## src/rtl/serial_master_port.sv

```systemverilog
`default_nettype none
// ============================================================================
// Module      : serial_master_port
// Description : Master-side serializer/deserializer for the single-bit serial
//               system bus. Accepts one parallel read/write request from a
//               bus-master device, shifts the address (and write data) onto
//               the bus LSB-first, and for reads assembles the slave's serial
//               reply into a parallel word.
// Ports       : clk, rstn          - clock, synchronous active-low reset
//               dvalid/dwen/daddr/dwdata - device request (dvalid && dready)
//               dready/drdata/ddone/derr - device status / read data
//               mwdata/mmode/mvalid      - serial bus outputs to the slave
//               srdata/svalid            - serial read reply from the slave
// Options     : `define MASTER_PORT_TIMEOUT_EN enables an RWAIT watchdog that
//               aborts a read after TIMEOUT_CYCLES with a derr pulse. When
//               undefined, derr is tied low and no wait counter exists.
// Revision    : 1.0 - initial release
// ============================================================================
module serial_master_port #(
  parameter int ADDR_WIDTH     = 12,
  parameter int DATA_WIDTH     = 8,
  parameter int TIMEOUT_CYCLES = 255
) (
  input  logic                  clk,
  input  logic                  rstn,
  input  logic                  dvalid,
  input  logic                  dwen,
  input  logic [ADDR_WIDTH-1:0] daddr,
  input  logic [DATA_WIDTH-1:0] dwdata,
  output logic                  dready,
  output logic [DATA_WIDTH-1:0] drdata,
  output logic                  ddone,
  output logic                  derr,
  output logic                  mwdata,
  output logic                  mmode,
  output logic                  mvalid,
  input  logic                  srdata,
  input  logic                  svalid
);

  localparam int CNT_MAX = (ADDR_WIDTH > DATA_WIDTH) ? ADDR_WIDTH : DATA_WIDTH;
  localparam int CNT_W   = $clog2(CNT_MAX + 1);

  localparam logic [CNT_W-1:0] c_ADDR_END  = CNT_W'(ADDR_WIDTH);
  localparam logic [CNT_W-1:0] c_DATA_END  = CNT_W'(DATA_WIDTH);
  localparam logic [CNT_W-1:0] c_DATA_LAST = CNT_W'(DATA_WIDTH - 1);

  localparam logic [2:0] c_IDLE  = 3'd0;
  localparam logic [2:0] c_ADDR  = 3'd1;
  localparam logic [2:0] c_WDATA = 3'd2;
  localparam logic [2:0] c_RWAIT = 3'd3;
  localparam logic [2:0] c_RDATA = 3'd4;
  localparam logic [2:0] c_DONE  = 3'd5;

  logic [2:0]            r_state, w_state_nxt;
  logic [CNT_W-1:0]      r_cnt, w_cnt_nxt;
  // Address / write-data latches are shifted right as bits go out, so the
  // next bit to drive is always at index 1 (index 0 is already on the bus).
  logic [ADDR_WIDTH-1:0] r_addr, w_addr_nxt;
  logic [DATA_WIDTH-1:0] r_wdata, w_wdata_nxt;
  // Read data shifts in from the MSB end; after DATA_WIDTH captures the first
  // received bit sits at bit 0.
  logic [DATA_WIDTH-1:0] r_rbuf, w_rbuf_nxt;
  logic                  r_dready, w_dready_nxt;
  logic [DATA_WIDTH-1:0] r_drdata, w_drdata_nxt;
  logic                  r_ddone, w_ddone_nxt;
  logic                  r_mwdata, w_mwdata_nxt;
  logic                  r_mmode, w_mmode_nxt;
  logic                  r_mvalid, w_mvalid_nxt;

`ifdef MASTER_PORT_TIMEOUT_EN
  localparam int                WAIT_W      = $clog2(TIMEOUT_CYCLES + 1);
  localparam logic [WAIT_W-1:0] c_WAIT_LAST = WAIT_W'(TIMEOUT_CYCLES - 1);

  logic [WAIT_W-1:0] r_wait, w_wait_nxt;
  logic              r_derr, w_derr_nxt;
  logic              w_timeout;

  // Fires on the TIMEOUT_CYCLES-th consecutive RWAIT cycle without svalid.
  assign w_timeout = (r_state == c_RWAIT) && !svalid && (r_wait == c_WAIT_LAST);
`endif

  // State register and registered outputs/datapath
  always_ff @(posedge clk) begin
    if (!rstn) begin
      r_state  <= c_IDLE;
      r_cnt    <= '0;
      r_addr   <= '0;
      r_wdata  <= '0;
      r_rbuf   <= '0;
      r_dready <= 1'b1;
      r_drdata <= '0;
      r_ddone  <= 1'b0;
      r_mwdata <= 1'b0;
      r_mmode  <= 1'b0;
      r_mvalid <= 1'b0;
    end else begin
      r_state  <= w_state_nxt;
      r_cnt    <= w_cnt_nxt;
      r_addr   <= w_addr_nxt;
      r_wdata  <= w_wdata_nxt;
      r_rbuf   <= w_rbuf_nxt;
      r_dready <= w_dready_nxt;
      r_drdata <= w_drdata_nxt;
      r_ddone  <= w_ddone_nxt;
      r_mwdata <= w_mwdata_nxt;
      r_mmode  <= w_mmode_nxt;
      r_mvalid <= w_mvalid_nxt;
    end
  end

`ifdef MASTER_PORT_TIMEOUT_EN
  always_ff @(posedge clk) begin
    if (!rstn) begin
      r_wait <= '0;
      r_derr <= 1'b0;
    end else begin
      r_wait <= w_wait_nxt;
      r_derr <= w_derr_nxt;
    end
  end
`endif

  // Next-state logic
  always_comb begin
    w_state_nxt = r_state;
    case (r_state)
      c_IDLE:  if (dvalid) w_state_nxt = c_ADDR;
      c_ADDR:  if (r_cnt == c_ADDR_END) w_state_nxt = r_mmode ? c_WDATA : c_RWAIT;
      c_WDATA: if (r_cnt == c_DATA_END) w_state_nxt = c_DONE;
      c_RWAIT: begin
        if (svalid) w_state_nxt = c_RDATA;
`ifdef MASTER_PORT_TIMEOUT_EN
        else if (w_timeout) w_state_nxt = c_IDLE;
`endif
      end
      c_RDATA: if (svalid && (r_cnt == c_DATA_LAST)) w_state_nxt = c_DONE;
      c_DONE:  w_state_nxt = c_IDLE;
      default: w_state_nxt = c_IDLE;
    endcase
  end

  // Output / datapath next-value logic
  always_comb begin
    w_cnt_nxt    = r_cnt;
    w_addr_nxt   = r_addr;
    w_wdata_nxt  = r_wdata;
    w_rbuf_nxt   = r_rbuf;
    w_dready_nxt = r_dready;
    w_drdata_nxt = r_drdata;
    w_ddone_nxt  = 1'b0;
    w_mwdata_nxt = r_mwdata;
    w_mmode_nxt  = r_mmode;
    w_mvalid_nxt = r_mvalid;
`ifdef MASTER_PORT_TIMEOUT_EN
    w_wait_nxt   = r_wait;
    w_derr_nxt   = 1'b0;
`endif
    case (r_state)
      c_IDLE: begin
        w_dready_nxt = 1'b1;
        if (dvalid) begin
          w_addr_nxt   = daddr;
          w_wdata_nxt  = dwdata;
          w_dready_nxt = 1'b0;
          w_mmode_nxt  = dwen;
          w_mvalid_nxt = 1'b1;
          w_mwdata_nxt = daddr[0];
          w_cnt_nxt    = CNT_W'(1);
        end
      end
      c_ADDR: begin
        if (r_cnt == c_ADDR_END) begin
          if (r_mmode) begin
            w_mwdata_nxt = r_wdata[0];
            w_cnt_nxt    = CNT_W'(1);
          end else begin
            w_mvalid_nxt = 1'b0;
            w_mwdata_nxt = 1'b0;
            w_cnt_nxt    = '0;
`ifdef MASTER_PORT_TIMEOUT_EN
            w_wait_nxt   = '0;
`endif
          end
        end else begin
          w_mwdata_nxt = r_addr[1];
          w_addr_nxt   = r_addr >> 1;
          w_cnt_nxt    = r_cnt + 1'b1;
        end
      end
      c_WDATA: begin
        if (r_cnt == c_DATA_END) begin
          w_mvalid_nxt = 1'b0;
          w_mwdata_nxt = 1'b0;
          w_ddone_nxt  = 1'b1;
          w_cnt_nxt    = '0;
        end else begin
          w_mwdata_nxt = r_wdata[1];
          w_wdata_nxt  = r_wdata >> 1;
          w_cnt_nxt    = r_cnt + 1'b1;
        end
      end
      c_RWAIT: begin
        if (svalid) begin
          w_rbuf_nxt = {srdata, r_rbuf[DATA_WIDTH-1:1]};
          w_cnt_nxt  = CNT_W'(1);
        end
`ifdef MASTER_PORT_TIMEOUT_EN
        else if (w_timeout) begin
          w_derr_nxt   = 1'b1;
          w_dready_nxt = 1'b1;
          w_mmode_nxt  = 1'b0;
          w_cnt_nxt    = '0;
        end else begin
          w_wait_nxt = r_wait + 1'b1;
        end
`endif
      end
      c_RDATA: begin
        if (svalid) begin
          w_rbuf_nxt = {srdata, r_rbuf[DATA_WIDTH-1:1]};
          if (r_cnt == c_DATA_LAST) begin
            w_drdata_nxt = {srdata, r_rbuf[DATA_WIDTH-1:1]};
            w_ddone_nxt  = 1'b1;
            w_cnt_nxt    = '0;
          end else begin
            w_cnt_nxt = r_cnt + 1'b1;
          end
        end
      end
      c_DONE: begin
        // Leaving DONE gives the bus a second mvalid-low cycle before the
        // next request can be accepted in IDLE.
        w_dready_nxt = 1'b1;
        w_mmode_nxt  = 1'b0;
        w_cnt_nxt    = '0;
      end
      default: begin
        w_dready_nxt = 1'b1;
        w_mvalid_nxt = 1'b0;
        w_mmode_nxt  = 1'b0;
        w_cnt_nxt    = '0;
      end
    endcase
  end

  assign dready = r_dready;
  assign drdata = r_drdata;
  assign ddone  = r_ddone;
  assign mwdata = r_mwdata;
  assign mmode  = r_mmode;
  assign mvalid = r_mvalid;
`ifdef MASTER_PORT_TIMEOUT_EN
  assign derr   = r_derr;
`else
  assign derr   = 1'b0;
`endif

endmodule
`default_nettype wire

```

## config.mk

```make
export PLATFORM = sky130hd
export DESIGN_NAME = serial_master_port
export DESIGN_NICKNAME = d
export VERILOG_FILES = /design/src/rtl/serial_master_port.sv
export SDC_FILE = /design/constraint.sdc
export NUM_CORES = 1
export LEC_CHECK = 0
export ABC_CLOCK_PERIOD_IN_PS = 1900
export CAP_MARGIN = 40
export CORE_MARGIN = 2
export CORE_UTILIZATION = 40
export CTS_BUF_LIST = sky130_fd_sc_hd__clkbuf_8
export DETAILED_ROUTE_END_ITERATION = 6
export GPL_ROUTABILITY_DRIVEN = 0
export MAX_ROUTING_LAYER = met4
export PLACE_DENSITY = 0.73
export SYNTH_ARGS = -nofsm -noshare
export SYNTH_HDL_FRONTEND = slang
export SYNTH_SLANG_ARGS = --single-unit
```

## constraint.sdc

```tcl
create_clock -name clk -period 1.9 [get_ports clk]
set_input_delay 0.19 -clock clk [delete_from_list [all_inputs] [get_ports clk]]
set_output_delay 0.19 -clock clk [all_outputs]
set_load 0.03 [all_outputs]
```

## Yosys cells after proc, flatten, opt, wreduce, memory -nomap -nowiden

Cells that the tools add are included.

- Bitwise gates (word level): 2
- Muxes and demuxes: 39
- Add/subtract/negate cells: 1
- Reductions and logical operators: 17
- Eq/ne operators: 17

Operators by type and width:

| kind | count |
|---|---|
| 2-to-1 mux 12 bit | 2 |
| 2-to-1 mux 4 bit | 6 |
| one-hot mux 12 bit (2 select lines) | 1 |
| one-hot mux 4 bit (5 select lines) | 1 |
| != test 2 bit (second input constant) | 9 |
| 2-to-1 mux 8 bit | 2 |
| one-hot mux 8 bit (2 select lines) | 1 |
| 2-to-1 mux 1 bit | 15 |
| 2-to-1 mux 3 bit | 5 |
| one-hot mux 3 bit (5 select lines) | 1 |
| AND reduction 3 bit | 4 |
| AND reduction 5 bit | 2 |
| == test 4 bit (second input constant) | 2 |
| == test 3 x 2 -> 1 bit (second input constant) | 2 |
| == test 3 bit (second input constant) | 2 |
| one-hot mux 1 bit (2 select lines) | 3 |
| AND reduction 2 bit | 3 |
| adder 4 x 1 -> 4 bit (second input constant) | 1 |
| == test 4 x 3 -> 1 bit (second input constant) | 1 |
| one-hot mux 1 bit (4 select lines) | 1 |
| nonzero test 2 bit | 2 |
| OR reduction 4 bit | 1 |
| == test 3 x 1 -> 1 bit (second input constant) | 1 |
| zero test 3 bit | 1 |
| 6 further kinds | 7 |

- Flip-flop bits (word level): 48
- Output and inout port bits: 14

## Logic depth before layout (Yosys ltp)

Gate-level depths: netlist of the first run.

- Depth after elaboration: 4
- Mapped depth: 7
- Gate-level depth less buffers: 6

## Worst setup path before layout of the first run

Ideal clock, no wire load.

- Path kind: reg2reg
- Start point: register r_cnt[0]
- End point: register r_wdata[4]
- Arrival: 1.643 ns
- Path buffers: 1
- Library setup time: 0.086 ns
- Required time: 1.814 ns
- Stages on the path, launching flop included: 8
- Clock period less this slack: 1.728 ns
- Slack: 0.172 ns
- Path through: dfxtp_1 -> inv_1 -> ha_1 -> and4b_1 -> nor4_4 -> clkbuf_1 -> nor2_1 -> a211oi_1

- Longest elaborated chain between the ends: 3

Ends and longest elaborated chain:

| element | RTL line | text |
|---|---|---|
| start, declared | 56 | `logic [CNT_W-1:0] r_cnt, w_cnt_nxt;` |
| start signal, assigned | 99 | `r_cnt <= w_cnt_nxt;` |
| == test 4 bit | 192 | `if (r_cnt == c_DATA_END) begin` |
| != test 2 bit (no line) | - |  |
| AND reduction 3 bit (no line) | - |  |
| end signal, assigned | 101 | `r_wdata <= w_wdata_nxt;` |
| end, declared | 60 | `logic [DATA_WIDTH-1:0] r_wdata, w_wdata_nxt;` |

No other way between the ends.
A chain may end at the register's enable or synchronous reset.

## Worst setup path after layout of the first run

- Start point: register r_cnt[0]
- End point: register r_state[0]

- Longest elaborated chain between the ends: 4
- Elaborated cells between the ends (all ways): 8
- Those cells by class: eq/ne (6); reduce/logical (2)

Ends and longest elaborated chain:

| element | RTL line | text |
|---|---|---|
| == test 4 x 3 -> 1 bit | 137 | `c_RDATA: if (svalid && (r_cnt == c_DATA_LAST)) w_state_nxt = c_DONE;` |
| logical AND 1 bit | 137 |  |
| != test 2 bit (no line) | - |  |
| AND reduction 5 bit (no line) (*) | - |  |
| end signal, assigned | 86 | `r_state <= c_IDLE;` |
| end signal, assigned | 98 | `r_state <= w_state_nxt;` |
| end, declared | 55 | `logic [2:0] r_state, w_state_nxt;` |

Every way passes the cells marked *; elsewhere a longest branch is shown, timed or not.

==> results.yml, run 1 <==
yosys:
  ys_seq_elements: 46
  synth_warnings: 0
  syn-num-nets: 275
  synth_ff_type: "dfxtp_1"
  ys_seq_area_share_pct: 40.73
  syn_area_sq_um: 2261
  ys_types: 52
  synth-async-reset-ratio_pct: 0
  avgSynthCellArea_sq_um: 9.154
  synth_cells: 247
  synth_edf_count: 0
global_route:
  antenna_found_initial: 0
  grt_pass1_wl_microns: 7997
  grt_max_degree: 28
  grt_overflow: 0
  grt_usage_pct: 16.22
  grt_pass1_vias: 1773
routing:
  wl_per_cell_microns: 13.02
  route.detailed.drc: 0
  routed_wl_microns: 4728
  drtPass1Iterations: 4
  ant_nets: 0
  vias_per_cell: 5.182
  vias: 1881
  drt-initial-drc-count: 121
timing:
  tns_ps: 0
  hold_slack_ps: 469.0
  fmax_mhz: 555.5
  drv_slew: 0
  period_minus_slack_ps: 1800
  hold_viol_final: 0
  rsz0062_at_grt: "no"
  fin_crit_sh_pct: 94.74
  setup_viol: 0
  finClkSkew_ps: 8.327
min_path:
  holdPathEnd: "r_addr[11]$_SDFFE_PN0P_"
  holdPathStages: 3
  hold_path_class: "input pin to flop"
  hold_path_startpoint: "daddr[11]"
worst_setup_path:
  crit_type: "flop to flop"
  path_cells: "inv_1 -> ha_1 -> and2_1 -> a221oi_4 -> buf_2 -> nor2_1 -> o21a_1"
  reg2reg_setup_slack_ps: 100
  worst-path-max-fanout: 5
  crit_path_start_kind: "flop"
  critPathBufInv: 2
  crit_slowest_cell: "dfxtp_1"
  required_ps: 2090
  startpoint: "r_cnt[0]$_SDFFE_PN0P_"
  worst_setup_path_end_kind: "flop"
  r2r_end: "r_state[0]$_SDFFE_PN0P_"
  worstRegToRegCells: 7
  timing.rr.start: "r_cnt[0]$_SDFFE_PN0P_"
  max_stage_delay_ps: 400
  critPathArrivalTime_ps: 1990
  path_delay_family: "compound AO/OA/AOI/OAI gates"
clocking:
  cts.clk_slew.worst_paths_ps: 90
  cts-buffers-inserted: 5
  cts_root_buf: "clkbuf_8"
  clock_sinks: 46
  worstSkewPairLatency_ps: 300
  holdBufCountCts: 0
  cts_max_level: 2
  cts_tree: "built"
  clockBufferDepth: 2
run_status:
  status: "completed"
place:
  port_buffers: 38
  dp.cells: 355
  placed_area_sq_um: 2775
  dpl.hpwl_microns: 3235
final_layout:
  area_growth_pct: 29.22
  nFillCells: 532
  drive_above_1_share_pct: 12.03
  nNetsFinal: 319
  layout_common_cells: "45 x nor2_1, 45 x dfxtp_1, 38 x clkdlybuf4s50_1"
  final_area_sq_um: 2922
  stdcell_count: 363
  antenna_cells: 0
power_and_ir_drop:
  power.density_nw_per_um2: 1260
  power_leakage_uw: 0.001102
  power_uw: 3680
  irDropWorstVdd_mv: 0.5417
floorplan:
  dieWidth_microns: 79.18
  die-area_sq_um: 6269
  start_util_pct: 41.31
  die_h_microns: 79.18
  core_sq_um: 5473
  rows: 27
  ios: 40
flow_run:
  drv_cap: 0
[metal layers]
layer	up-vias	GRT usage [%]	routed length [microns]
li1	981	-	-
met1	864	21.55	2365
met2	32	25.00	2179
met3	4	2.500	139
met4	0	6.207	44
met5	-	-	0
[worst reg2reg max path, cell delays in order, from the launching register on]
cell and delay, ps:
dfxtp_1 400, inv_1 80, ha_1 230, and2_1 200, a221oi_4 330, buf_2 220, nor2_1 50, o21a_1 170
[metrics by stage]
step / setup WS [ps] / utilization, %
after floorplan: 171.9 / -
after global placement: 93.61 / 50.71
after detailed placement: 63.68 / 50.71
after CTS: 64.53 / 52.77
after global routing: 4.322 / 53.38
final: 99.93 / 53.38
[what timing repair did]
action	in CTS	in global routing
resized for setup	0	6
setup endpoints to repair	0	12
setup buffers	0	0
[layout make-up]
cell class	instances	area, sq um	area share [%]
flip-flops and latches	46	922.1	31.56
inverters	7	26.28	0.8994
clock inverters	1	30.03	1.028
multi-input cells	175	1241	42.48
well taps	72	90.09	3.084
repair buffers	56	529.3	18.12
clock buffers	6	82.58	2.827
[where the power goes]
| part | total [uW] | internal [uW] | switching (uW) | leakage [uW] |
|---|---|---|---|---|
| Clock | 738 | 421 | 317 | 0.0000573 |
| Combinational | 1570 | 751 | 823 | 0.000668 |
| Sequential | 1370 | 1180 | 183 | 0.000377 |
[state kept, by name, indices dropped and copies added (netlist names)]
name,flops
r_cnt,4
r_wdata,8
mwdata,1
ddone,1
r_rbuf,7
mmode,1
r_state,3
dready,1
drdata,8
r_addr,11
mvalid,1
[Yosys cell counts (2+ instances only)]
master / instances / area, sq um
o2111ai_1: 4 / 35.03
nand3_1: 4 / 20.02
buf_2: 8 / 40.04
o211ai_1: 2 / 15.01
and3_1: 2 / 12.51
and2_1: 2 / 12.51
o21ai_0: 5 / 25.02
a211oi_1: 17 / 127.6
inv_1: 6 / 22.52
or3_1: 2 / 12.51
nand3b_1: 2 / 15.01
or4_1: 2 / 15.01
mux2i_1: 33 / 330.3
ha_1: 2 / 25.02
dfxtp_1: 46 / 920.9
buf_4: 4 / 30.03
nand2_1: 7 / 26.28
nand2b_1: 7 / 43.79
nor2_1: 45 / 168.9
a21oi_1: 9 / 45.04
clkbuf_1: 6 / 22.52
and3b_1: 2 / 17.52
[kinds of logic after synthesis]
logic type / Yosys count / synth area share [%]
simple gates: 83 / 18.76
compound gates: 55 / 18.82
flops: 46 / 40.73
mux: 33 / 14.61
buf+inv: 26 / 5.423
fa+ha+maj: 2 / 1.107
other cells: 1 / 0.1659
xor+xnor: 1 / 0.3875
[how the worst max path moves through the flow]
stage               depth (start not counted)  slack [ps]                 endpoint
finish                                      7         100  r_state[0]$_SDFFE_PN0P_
global placement                            5          90  r_state[1]$_SDFFE_PN0P_
CTS                                         4          60   drdata[5]$_SDFFE_PN0P_
detailed placement                          5          60    r_cnt[0]$_SDFFE_PN0P_
floorplan                                   7         170  r_wdata[4]$_SDFFE_PN0P_
global route                                7           4  r_state[0]$_SDFFE_PN0P_
No activity file was read; power rests on OpenSTA's default activity.
==> run 2, diff against run 1 <==
GPL_ROUTABILITY_DRIVEN = not set   (was 0)
==> results of run 2 <==
Final layout, timing and power as in run 1 (identical DEF).
==> run 3, diff against run 2 <==
CORE_ASPECT_RATIO = 2   (was not set)
==> run 3 against run 2 <==
- critical path type unchanged
- largest cell class unchanged
- setup slack lost 7.4 ps
- sequential power about the same
- clock-buffer cell count unchanged
- largest power group unchanged
- fmax shrank 0.41%
==> results.yml, run 3 (synthesized netlist as in run 1, its figures left out) <==
run_status:
  status: "completed"
final_layout:
  fin_util_pct: 54.59
  top_register: "r_addr"
  area_growth_pct: 30.88
  layout_common_cells: "46 x dfxtp_1, 45 x nor2_1, 38 x clkdlybuf4s50_1"
  nNetsFinal: 324
  drive_above_1_share_pct: 13.13
  antenna_cells: 0
  final_area_sq_um: 2959
  final_common_cell: "dfxtp_1"
  largest_reg_flops: 11
global_route:
  grt_overflow: 0
  grt_pass1_vias: 1977
  grt_max_degree: 29
  grt_usage_pct: 17.84
  grt_pass1_wl_microns: 8521
  antenna_found_initial: 0
place:
  placed_area_sq_um: 2805
  dpl.hpwl_microns: 3881
  port_buffers: 38
  place_congestion: 0.8466
worst_setup_path:
  required_ps: 2110
  critPathArrivalTime_ps: 2020
  timing.rr.start: "r_state[2]$_SDFFE_PN0P_"
  worst_setup_path_end_kind: "flop"
  path_cells: "or3b_4 -> o221ai_2 -> a22oi_1 -> a311oi_2"
  max_stage_delay_ps: 480
  worst-path-max-fanout: 9
  startpoint: "r_state[2]$_SDFFE_PN0P_"
  crit_path_start_kind: "flop"
  crit_type: "flop to flop"
  crit_slowest_cell: "dfxtp_1"
  reg2reg_setup_slack_ps: 90
routing:
  vias: 1928
  vias_per_cell: 5.401
  wl_met3_microns: 143
  drt-initial-drc-count: 30
  wirelength_met1_microns: 2038
  highest_layer: "met4"
  wl_per_cell_microns: 14.57
  drtPass1Iterations: 4
  ant_nets: 0
  wl_met2_microns: 2897
  routed_wl_microns: 5201
  route.detailed.drc: 0
floorplan:
  die-area_sq_um: 6306
  rows: 38
  ios: 40
  start_util_pct: 41.71
  dieWidth_microns: 57.16
  core_sq_um: 5420
  die_h_microns: 110.3
timing:
  fin_crit_sh_pct: 95.13
  tns_ps: 0
  period_minus_slack_ps: 1808
  finClkSkew_ps: 2.906
  hold_viol_final: 0
  drv_slew: 0
  setup_viol: 0
  fmax_mhz: 553.2
clocking:
  worstSkewPairLatency_ps: 300
  cts-buffers-inserted: 5
  clockBufferDepth: 2
  cts_root_buf: "clkbuf_8"
  cts_setup_buffers: 0
  clock_sinks: 46
  cts_tree: "built"
  cts_max_level: 2
  cts.clk_slew.worst_paths_ps: 90
flow_run:
  drv_cap: 0
power_and_ir_drop:
  power_uw: 3861
  power_leakage_uw: 0.001140
  power.density_nw_per_um2: 1305
  irDropWorstVdd_mv: 0.9896
min_path:
  hold_path_startpoint: "r_addr[11]$_SDFFE_PN0P_"
  hold_path_class: "flop to flop"
-- run 3: cell count changes in the layout (fill, tap and decap cells not counted), sizes merged --
cell    delta
bufinv     +1
buf        +5
-- run 3: what timing repair did --
action,CTS,global route
hold buffers,0,0
setup endpoints to repair,0,1
hold endpoints to repair,0,0
gates resized for setup,0,1
-- run 3: critical path: cells and delay by family, from the launching register on --
family          cells  cell delay [ps]
compound gates      3              800
flops               1              480
simple gates        1              430
-- run 3: area by class of cell --
cell class / instances / area (sq um)
multi-input combinational: 175 / 1229
timing repair buffer: 61 / 565.5
inverter: 7 / 26.28
sequential: 46 / 920.9
tap: 60 / 75.07
clock inverter: 2 / 60.06
fill: 509 / 2461
clock buffer: 6 / 82.58
-- run 3: through the flow --
stage / instances / worst slack (ps) / hold slack [ps]
after floorplan: 247 / 171.9 / 266.2
after global placement: 349 / 103.4 / 453.9
after detailed placement: 349 / 44.16 / 469.8
after CTS: 357 / 110.5 / 483.7
after global routing: 357 / -0.8953 / 495.2
final: 357 / 92.48 / 476.4
-- run 3: metal layers --
layer | GRT usage [%] | vias up
met2 | 33.17 | 33
met5 | - | -
met4 | 8.970 | 0
met3 | 3.151 | 11
li1 | - | 988
met1 | 17.31 | 896
-- run 3: path summary, 6_finish.rpt --
check,cells after the start,endpoint
max reg2reg,4,r_cnt[0]$_SDFFE_PN0P_
min reg2reg,2,r_addr[11]$_SDFFE_PN0P_
min,2,r_addr[11]$_SDFFE_PN0P_
max,4,r_cnt[0]$_SDFFE_PN0P_
-- run 3: power by group --
group | internal [uW] | switching (uW)
logic | 772 | 852
clock network | 561 | 336
registers | 1180 | 157
total | 2520 | 1350
